**config.mk**
```make
export PLATFORM = sky130hd
export DESIGN_NAME = iod_ddrrx4_word_align
export DESIGN_NICKNAME = d
export VERILOG_FILES = /design/src/rtl/iod_ddrrx4_word_align.sv
export SDC_FILE = /design/constraint.sdc
export NUM_CORES = 1
export LEC_CHECK = 0
export BUFFER_PORTS_ARGS = -buffer_cell sky130_fd_sc_hd__buf_4
export CAP_MARGIN = 20
export CORE_AREA = 4 4 54 56
export DETAILED_ROUTE_END_ITERATION = 16
export DIE_AREA = 0 0 58 60
export PLACE_DENSITY = 0.79
export RECOVER_POWER = 25
export SLEW_MARGIN = 20
export SYNTH_ARGS = -nofsm -noshare
export SYNTH_HDL_FRONTEND = slang
export SYNTH_SLANG_ARGS = --single-unit
export TNS_END_PERCENT = 20
```
**constraint.sdc**
```tcl
create_clock -name FAB_CLK -period 1.3 [get_ports FAB_CLK]
set_input_delay 0.26 -clock FAB_CLK [delete_from_list [all_inputs] [get_ports FAB_CLK]]
set_output_delay 0.26 -clock FAB_CLK [all_outputs]
set_load 0.05 [all_outputs]
```
**src/rtl/iod_ddrrx4_word_align.sv**
```systemverilog
// iod_ddrrx4_word_align
// Fabric-side word aligner for the 4:1 DDR forwarded-clock receive link.
// Watches the registered IOD word for the training pattern, pulses RX_BIT_SLIP
// until the pattern sits at the right bit position, then reports lock.
// Received data is passed through with one register of latency.
//
// Optional feature macro: IOD_RX_LOSS_OF_LOCK_EN
//   When defined, LOCKED monitors the training pattern while TRAIN_EN is high
//   and drops back into the search after LOL_THRESH consecutive bad words,
//   pulsing LOCK_LOST. When undefined, LOCKED holds and LOCK_LOST stays 0.
module iod_ddrrx4_word_align #(
  parameter logic [3:0] TRAIN_PATTERN = 4'b1100,
  parameter int         MATCH_CNT     = 16,
  parameter int         SLIP_WAIT     = 8,
  parameter int         MAX_SLIPS     = 8,
  parameter int         LOL_THRESH    = 4
) (
  input  logic       FAB_CLK,
  input  logic       RX_SYNC_RST,
  input  logic [3:0] RX_DATA,
  input  logic       ALIGN_START,
  input  logic       TRAIN_EN,
  output logic       RX_BIT_SLIP,
  output logic [3:0] RX_DATA_OUT,
  output logic       ALIGN_DONE,
  output logic       ALIGN_FAIL,
  output logic [3:0] SLIP_COUNT,
  output logic       LOCK_LOST
);

  // Counter widths follow the parameter ranges so nothing can wrap.
  localparam int MW = $clog2(MATCH_CNT + 1);
  localparam int WW = $clog2(SLIP_WAIT + 1);

  localparam logic [MW-1:0] MATCH_LAST = MW'(MATCH_CNT - 1);
  localparam logic [MW-1:0] MATCH_ONE  = MW'(1);
  localparam logic [WW-1:0] WAIT_LOAD  = WW'(SLIP_WAIT);
  localparam logic [WW-1:0] WAIT_ONE   = WW'(1);
  localparam logic [3:0]    SLIP_MAX   = 4'(MAX_SLIPS);

  typedef enum logic [2:0] {
    ST_IDLE,
    ST_CHECK,
    ST_SLIP,
    ST_WAIT,
    ST_LOCKED,
    ST_FAIL
  } state_t;

  state_t        state;
  state_t        state_nxt;
  logic [MW-1:0] match_cnt;
  logic [MW-1:0] match_nxt;
  logic [WW-1:0] wait_cnt;
  logic [WW-1:0] wait_nxt;
  logic [3:0]    slip_cnt;
  logic [3:0]    slip_nxt;
  logic          lost_nxt;
  logic          do_restart;
  logic          rx_match;
  logic [3:0]    rx_p0;

`ifdef IOD_RX_LOSS_OF_LOCK_EN
  localparam int            LW       = $clog2(LOL_THRESH + 1);
  localparam logic [LW-1:0] LOL_LAST = LW'(LOL_THRESH - 1);
  localparam logic [LW-1:0] LOL_ONE  = LW'(1);

  logic [LW-1:0] lol_cnt;
  logic [LW-1:0] lol_nxt;
`else
  // Loss-of-lock monitoring is compiled out; these inputs are intentionally ignored.
  localparam int unused_lol_thresh = LOL_THRESH;
  logic          unused_train_en;
  assign unused_train_en = TRAIN_EN;
`endif

  // Saturating slip counter: the count can never pass MAX_SLIPS.
  function automatic logic [3:0] slip_inc(input logic [3:0] cnt);
    if (cnt >= SLIP_MAX) begin
      return SLIP_MAX;
    end
    return cnt + 4'd1;
  endfunction

  assign rx_match = (rx_p0 == TRAIN_PATTERN);

  // Next-state and counter update for the alignment search.
  always_comb begin
    state_nxt  = state;
    match_nxt  = match_cnt;
    wait_nxt   = wait_cnt;
    slip_nxt   = slip_cnt;
    lost_nxt   = 1'b0;
    do_restart = 1'b0;
`ifdef IOD_RX_LOSS_OF_LOCK_EN
    lol_nxt    = '0;
`endif
    case (state)
      ST_IDLE: begin
        if (ALIGN_START) begin
          do_restart = 1'b1;
        end
      end
      ST_CHECK: begin
        if (rx_match) begin
          if (match_cnt == MATCH_LAST) begin
            match_nxt = '0;
            state_nxt = ST_LOCKED;
          end else begin
            match_nxt = match_cnt + MATCH_ONE;
          end
        end else begin
          match_nxt = '0;
          if (slip_cnt >= SLIP_MAX) begin
            state_nxt = ST_FAIL;
          end else begin
            state_nxt = ST_SLIP;
          end
        end
      end
      ST_SLIP: begin
        slip_nxt  = slip_inc(slip_cnt);
        wait_nxt  = WAIT_LOAD;
        state_nxt = ST_WAIT;
      end
      ST_WAIT: begin
        // The IOD needs time to apply the slip before data is trusted again.
        if (wait_cnt <= WAIT_ONE) begin
          wait_nxt  = '0;
          match_nxt = '0;
          state_nxt = ST_CHECK;
        end else begin
          wait_nxt = wait_cnt - WAIT_ONE;
        end
      end
      ST_LOCKED: begin
        if (ALIGN_START) begin
          do_restart = 1'b1;
        end
`ifdef IOD_RX_LOSS_OF_LOCK_EN
        else if (TRAIN_EN && !rx_match) begin
          if (lol_cnt == LOL_LAST) begin
            lost_nxt   = 1'b1;
            do_restart = 1'b1;
          end else begin
            lol_nxt = lol_cnt + LOL_ONE;
          end
        end
`endif
      end
      ST_FAIL: begin
        if (ALIGN_START) begin
          do_restart = 1'b1;
        end
      end
      default: begin
        state_nxt = ST_IDLE;
      end
    endcase

    // A (re)start always begins a fresh search from zero.
    if (do_restart) begin
      state_nxt = ST_CHECK;
      match_nxt = '0;
      wait_nxt  = '0;
      slip_nxt  = '0;
    end
  end

  // State register and search counters.
  always_ff @(posedge FAB_CLK) begin
    if (RX_SYNC_RST) begin
      state     <= ST_IDLE;
      match_cnt <= '0;
      wait_cnt  <= '0;
      slip_cnt  <= '0;
`ifdef IOD_RX_LOSS_OF_LOCK_EN
      lol_cnt   <= '0;
`endif
    end else begin
      state     <= state_nxt;
      match_cnt <= match_nxt;
      wait_cnt  <= wait_nxt;
      slip_cnt  <= slip_nxt;
`ifdef IOD_RX_LOSS_OF_LOCK_EN
      lol_cnt   <= lol_nxt;
`endif
    end
  end

  // Status outputs, registered one cycle behind the state they report.
  always_ff @(posedge FAB_CLK) begin
    if (RX_SYNC_RST) begin
      RX_BIT_SLIP <= 1'b0;
      ALIGN_DONE  <= 1'b0;
      ALIGN_FAIL  <= 1'b0;
      LOCK_LOST   <= 1'b0;
    end else begin
      RX_BIT_SLIP <= (state == ST_SLIP);
      ALIGN_DONE  <= (state == ST_LOCKED);
      ALIGN_FAIL  <= (state == ST_FAIL);
      LOCK_LOST   <= lost_nxt;
    end
  end

  // Stage p0: capture of the IOD word; this is both the compare point and the pass-through.
  always_ff @(posedge FAB_CLK) begin
    if (RX_SYNC_RST) begin
      rx_p0 <= '0;
    end else begin
      rx_p0 <= RX_DATA;
    end
  end

  assign RX_DATA_OUT = rx_p0;
  assign SLIP_COUNT  = slip_cnt;

endmodule

```
; Word-level counts from Yosys, hierarchy flattened
; Cells that the tools add are included.
[word_totals]
input_bits = 8
regBits = 23
out_inout_bits = 12
elab_cells = 53
[classes]
n_lt_le_gt_ge = 2
addsub = 3
muxes = 18
n_reduce_logical = 8
bitwise_logic = 1
n_eq_ne = 12
[ops]
columns = operator, n
row1 = $mux W5, 3
row2 = $mux W3, 4
row3 = $mux W4, 3
row4 = $pmux W3 S4, 1
row5 = $pmux W5 S2, 1
row6 = $pmux W4 S2, 1
row7 = $eq A3 B2 Y1 const B, 2
row8 = $eq A3 B3 Y1 const B, 2
row9 = $ne A3 B3 Y1 const B, 2
row10 = $reduce_and A3 Y1, 2
row11 = $add A5 B1 Y5 const B, 1
row12 = $eq A5 B4 Y1 const B, 1
row13 = $mux W1, 5
row14 = $add A4 B1 Y4 const B, 1
row15 = $eq A4 B4 Y1 const B, 1
row16 = $ge A4 B4 Y1 const B, 1
row17 = $le A4 B1 Y1 const B, 1
row18 = $ne A4 B4 Y1 const B, 1
row19 = $reduce_bool A2 Y1, 2
row20 = $sub A4 B1 Y4 const B, 1
row21 = $eq A3 B1 Y1 const B, 1
row22 = $logic_not A3 Y1, 1
row23 = $reduce_or A3 Y1, 1
row24 = $ne A2 B1 Y1 const B, 1
row25 = other kinds (4), 4

; Depth between registers and ports, before layout
[depth]
depth_word = 5
ltp_mapped = 6
ltp_nobuf = 6

; Worst setup path before layout
; No wires, ideal clock.
[synth_timing]
path_kind = register to register
from = register rx_p0[0] (netlist: RX_DATA_OUT[0])
to = register state[2]
path_slack_ns = -0.307
setup_time_ns = 0.121
stages_incl_launch_ff = 6
t_arrival_ns = 1.486
period_less_slack_ns = 1.607
required_time_ns = 1.179
path_buffers = 1
path_cell_list = dfxtp_1 -> nand4bb_1 -> buf_2 -> mux2_2 -> a21oi_1 -> nor3_1
[synth_via]
elab_chain_cells = 3
word_cells_on_any_way = 5
classes_between = eq/ne: 2 / mux: 2 / reduce/logical: 1
[synth_lines]
columns = element, line
row1 = "start, declared", 61  ; logic [3:0] rx_p0;
row2 = "start signal, assigned", 209  ; rx_p0 <= '0;
row3 = "start signal, assigned", 211  ; rx_p0 <= RX_DATA;
row4 = $eq A4 B4 Y1 (*), 85  ; assign rx_match = (rx_p0 == TRAIN_PATTERN);
row5 = $mux W3 or $ne A3 B3 Y1 (tied branches), -
row6 = $pmux W3 S4 or $reduce_and A3 Y1 (tied branches), -
row7 = "end signal, assigned", 181  ; state <= state_nxt;
row8 = "end, declared", 50  ; state_t state;
; Mark *: on every way between the ends. The rest lies on a longest branch, timed or not.
; A chain may end at the register's enable or synchronous reset.

; Worst setup path in the final report
[layout_timing]
from = register wait_cnt[0]
to = register match_cnt[1]
[layout_via]
elab_chain_cells = 3
[layout_lines]
columns = element, line
row1 = "start, declared", 54  ; logic [WW-1:0] wait_cnt;
row2 = "start signal, assigned", 183  ; wait_cnt <= wait_nxt;
row3 = $le A4 B1 Y1, 128  ; if (wait_cnt <= WAIT_ONE) begin
row4 = $ne A2 B2 Y1 (no source line), -
row5 = $reduce_and A2 Y1 (no source line), -
row6 = "end signal, assigned", 182  ; match_cnt <= match_nxt;
row7 = "end, declared", 52  ; logic [MW-1:0] match_cnt;
; Every way passes these cells.

==> results.ini <==
[status]
outcome=finished, violations left
violations=negative setup slack

[drt]
post_drt_wl_per_cell_microns=13.39
routed_wl_mm=2.437
postRouteAntennaNets=0
vias=988
drtIter0Drc=22
route.detailed.drc=0
firstDrtPassIters=4
post_drt_via_cell_ratio=5.429

[sta]
setup_viol=9
rsz0062_at_grt=yes
layout_setup_ws_ns=-0.09718
hold_viol_final=0
clock.fmax_mhz=715.7
finalCriticalPeriod_ns=1.397
worst_clock_skew_ns=0.002788
fin_crit_sh_pct=107.5
finalMaxSlewViolations=0

[cts]
clockRootBuffer=clkbuf_4
cts_sinks=23
cts_made_buffers=3
cts_tree=built
clock_latency_ns=0.31
clockBufferDepth=2
htree_levels=1
clkSlewWorstSetupHoldPaths_ns=0.12

[power_and_ir_drop]
p_clk_share_pct=23.7
swShare_pct=28.95
irDropWorstVdd_v=0.0005772
p_sw_mw=0.3904
power_frac_seq_pct=55.1
p_total_mw=1.349
internal_power_mw=0.9581
power.density_nw_per_um2=884.1
cellLeakagePower_nw=0.5812
combPwrFrac_pct=21.2

[setup_path]
critPathArrivalTime_ns=1.60
path_class=flip-flop to flip-flop
path_max_fanout=6
startpoint_type=flip-flop
end_kind=flip-flop
critPathRequiredTime_ns=1.50

[grt]
grt_pass1_vias=919
antenna_found_initial=0
grt_util_all_layers_pct=14.25
grt_busiest_layer=met2
grt-ovfl-total=0
use_met3_pct=2.376
grt_max_degree=15
grt_pass1_wl_mm=3.836
grtUsageMet2_pct=27.74
met1_usage_pct=15.07

[synth]
synth_nets=137
synth-main-ff-cell=dfxtp_1
synthCells=124
synth.cell_area_sq_um=1106
synth-edff-count=0
ys_ff_latch=23
yosys_warnings=0
async_flop_share_pct=0
ys_types=40
synth_area_per_cell_sq_um=8.920
yosysSeqAreaShare_pct=41.63

[floorplanning]
std_cell_rows=18
die_area_sq_um=3480
core-area_sq_um=2432
num_io_pins=20
fp.dieW_microns=58
initial_utilization_pct=45.47
die_h_microns=60

[cells_and_area]
synthToLayoutAreaGrowth_pct=37.90
final_core_util_pct=62.71
n_antenna_cell=0
nNetsFinal=166
drive_gt1_share_pct=45.39
fill_cells=197

[place]
io_buffer_count=17
dp_hpwl_mm=1.772
routabilityCongestion=0.7797

[min_path]
hold_path.class=input pin to flip-flop

[run]
drv_cap=0

-- flip-flops by register name, indices dropped and copies added (netlist names) --
register     flops
wait_cnt         4
SLIP_COUNT       4
state            3
match_cnt        5
RX_BIT_SLIP      1
RX_DATA_OUT      4
ALIGN_FAIL       1
ALIGN_DONE       1
-- worst max-delay path, cell delays in order, from the launching register on --
cell and delay (ns):
dfxtp_2 0.37, inv_2 0.06, ha_4 0.16, or2_4 0.27, a21oi_4 0.21, nand4b_1 0.16
a21oi_2 0.07
-- final timing paths --
path | startpoint | end | slack, ns | depth (start not counted)
min reg2reg | match_cnt[4]$_SDFFE_PP0P_ | match_cnt[4]$_SDFFE_PP0P_ | 0.48 | 1
min | RX_DATA[2] | RX_DATA_OUT[2]$_SDFF_PP0_ | 0.15 | 2
max | wait_cnt[0]$_SDFFE_PP0P_ | match_cnt[1]$_SDFFE_PP0P_ | -0.1 | 6
max reg2reg | wait_cnt[0]$_SDFFE_PP0P_ | match_cnt[1]$_SDFFE_PP0P_ | -0.1 | 6
-- final cells by class --
| cell class | count | area (sq um) | area share [%] |
|---|---|---|---|
| Multi-Input combinational cell | 86 | 683.2 | 44.79 |
| Sequential cell | 23 | 488.0 | 31.99 |
| Timing Repair Buffer | 33 | 267.8 | 17.56 |
| Tap cell | 30 | 37.54 | 2.461 |
| Clock buffer | 4 | 26.28 | 1.723 |
| Inverter | 6 | 22.52 | 1.477 |
-- cells by family (layout without fill, tap and decap cells) --
group | count (synthesis) | count (layout) | synth area share, %
compound gates | 26 | 26 | 14.48
other cells | 1 | 1 | 0.3390
mux | 2 | 2 | 1.923
xor+xnor | 1 | 1 | 0.7920
buf+inv | 15 | 43 | 6.674
simple gates | 51 | 51 | 28.51
flops | 23 | 23 | 41.63
fa+ha+maj | 5 | 5 | 5.656
-- layout by cell type (no fill, tap or decap), types with 4 or more instances in the layout --
cell type	synthesis	routed
buf_4	1	28
dfxtp_1	23	11
a21oi_1	14	11
nor2_1	10	9
dfxtp_2	0	7
nor3_1	9	7
dfxtp_4	0	5
nor2b_1	5	5
inv_1	6	4
-- per-stage QoR --
stage / setup TNS [ns] / instance area [sq um] / hold WS [ns] / cells / setup WS (ns)
CTS: -0.4018 / 1491 / 0.1505 / 181 / -0.07159
floorplan: -0.7735 / 1135 / 0.3868 / 124 / -0.1203
detailed placement: -2.059 / 1364 / 0.4650 / 176 / -0.2397
global placement: -1.085 / 1364 / 0.4611 / 176 / -0.1466
finish: -0.4822 / 1525 / 0.1542 / 182 / -0.09718
global route: -1.168 / 1525 / 0.1512 / 182 / -0.1319
-- cells in the mapped netlist, types with 2 or more instances --
library cell | n | area, sq um
inv_1 | 6 | 22.52
clkbuf_1 | 2 | 7.510
dfxtp_1 | 23 | 460.4
ha_1 | 5 | 62.56
nor2b_1 | 5 | 31.28
o21ai_0 | 4 | 20.02
nor4_1 | 2 | 12.51
nand2b_1 | 4 | 25.02
and2b_1 | 2 | 15.01
o31ai_1 | 2 | 15.01
nand2_1 | 2 | 7.510
a21oi_1 | 14 | 70.07
nor3_1 | 9 | 45.04
buf_2 | 5 | 25.02
nand3b_1 | 3 | 22.52
nand4b_1 | 3 | 26.28
nor2_1 | 10 | 37.54
-- what timing repair did --
| action | 4_1_cts | 5_1_grt |
|---|---|---|
| hold buffers | 0 | 0 |
| endpoints found under the hold margin | 0 | 0 |
| gates resized for setup | 25 | 7 |
| setup buffers | 1 | 1 |
| setup endpoints to repair | 12 | 14 |
| gates cloned | 0 | 0 |
| pin swaps | 10 | 6 |
-- metal layers --
layer	vias to the layer above	routed length, microns	part of all wire (%)
li1	493	-	-
met1	463	1009	41
met2	28	1267	52
met3	4	128	5.3
met4	0	31	1.3
met5	-	0	0
-- power groups by stage --
stage          Combinational, mW  Clock (mW)  Sequential, mW
5_1_grt                    0.307       0.361           0.746
4_1_cts                    0.281       0.333           0.745
6_report                   0.285       0.320           0.743
3_5_place_dp               0.261           0           0.758
2_1_floorplan              0.136           0           0.793
3_3_place_gp               0.256           0           0.757
(Power assumes the default switching activity.)
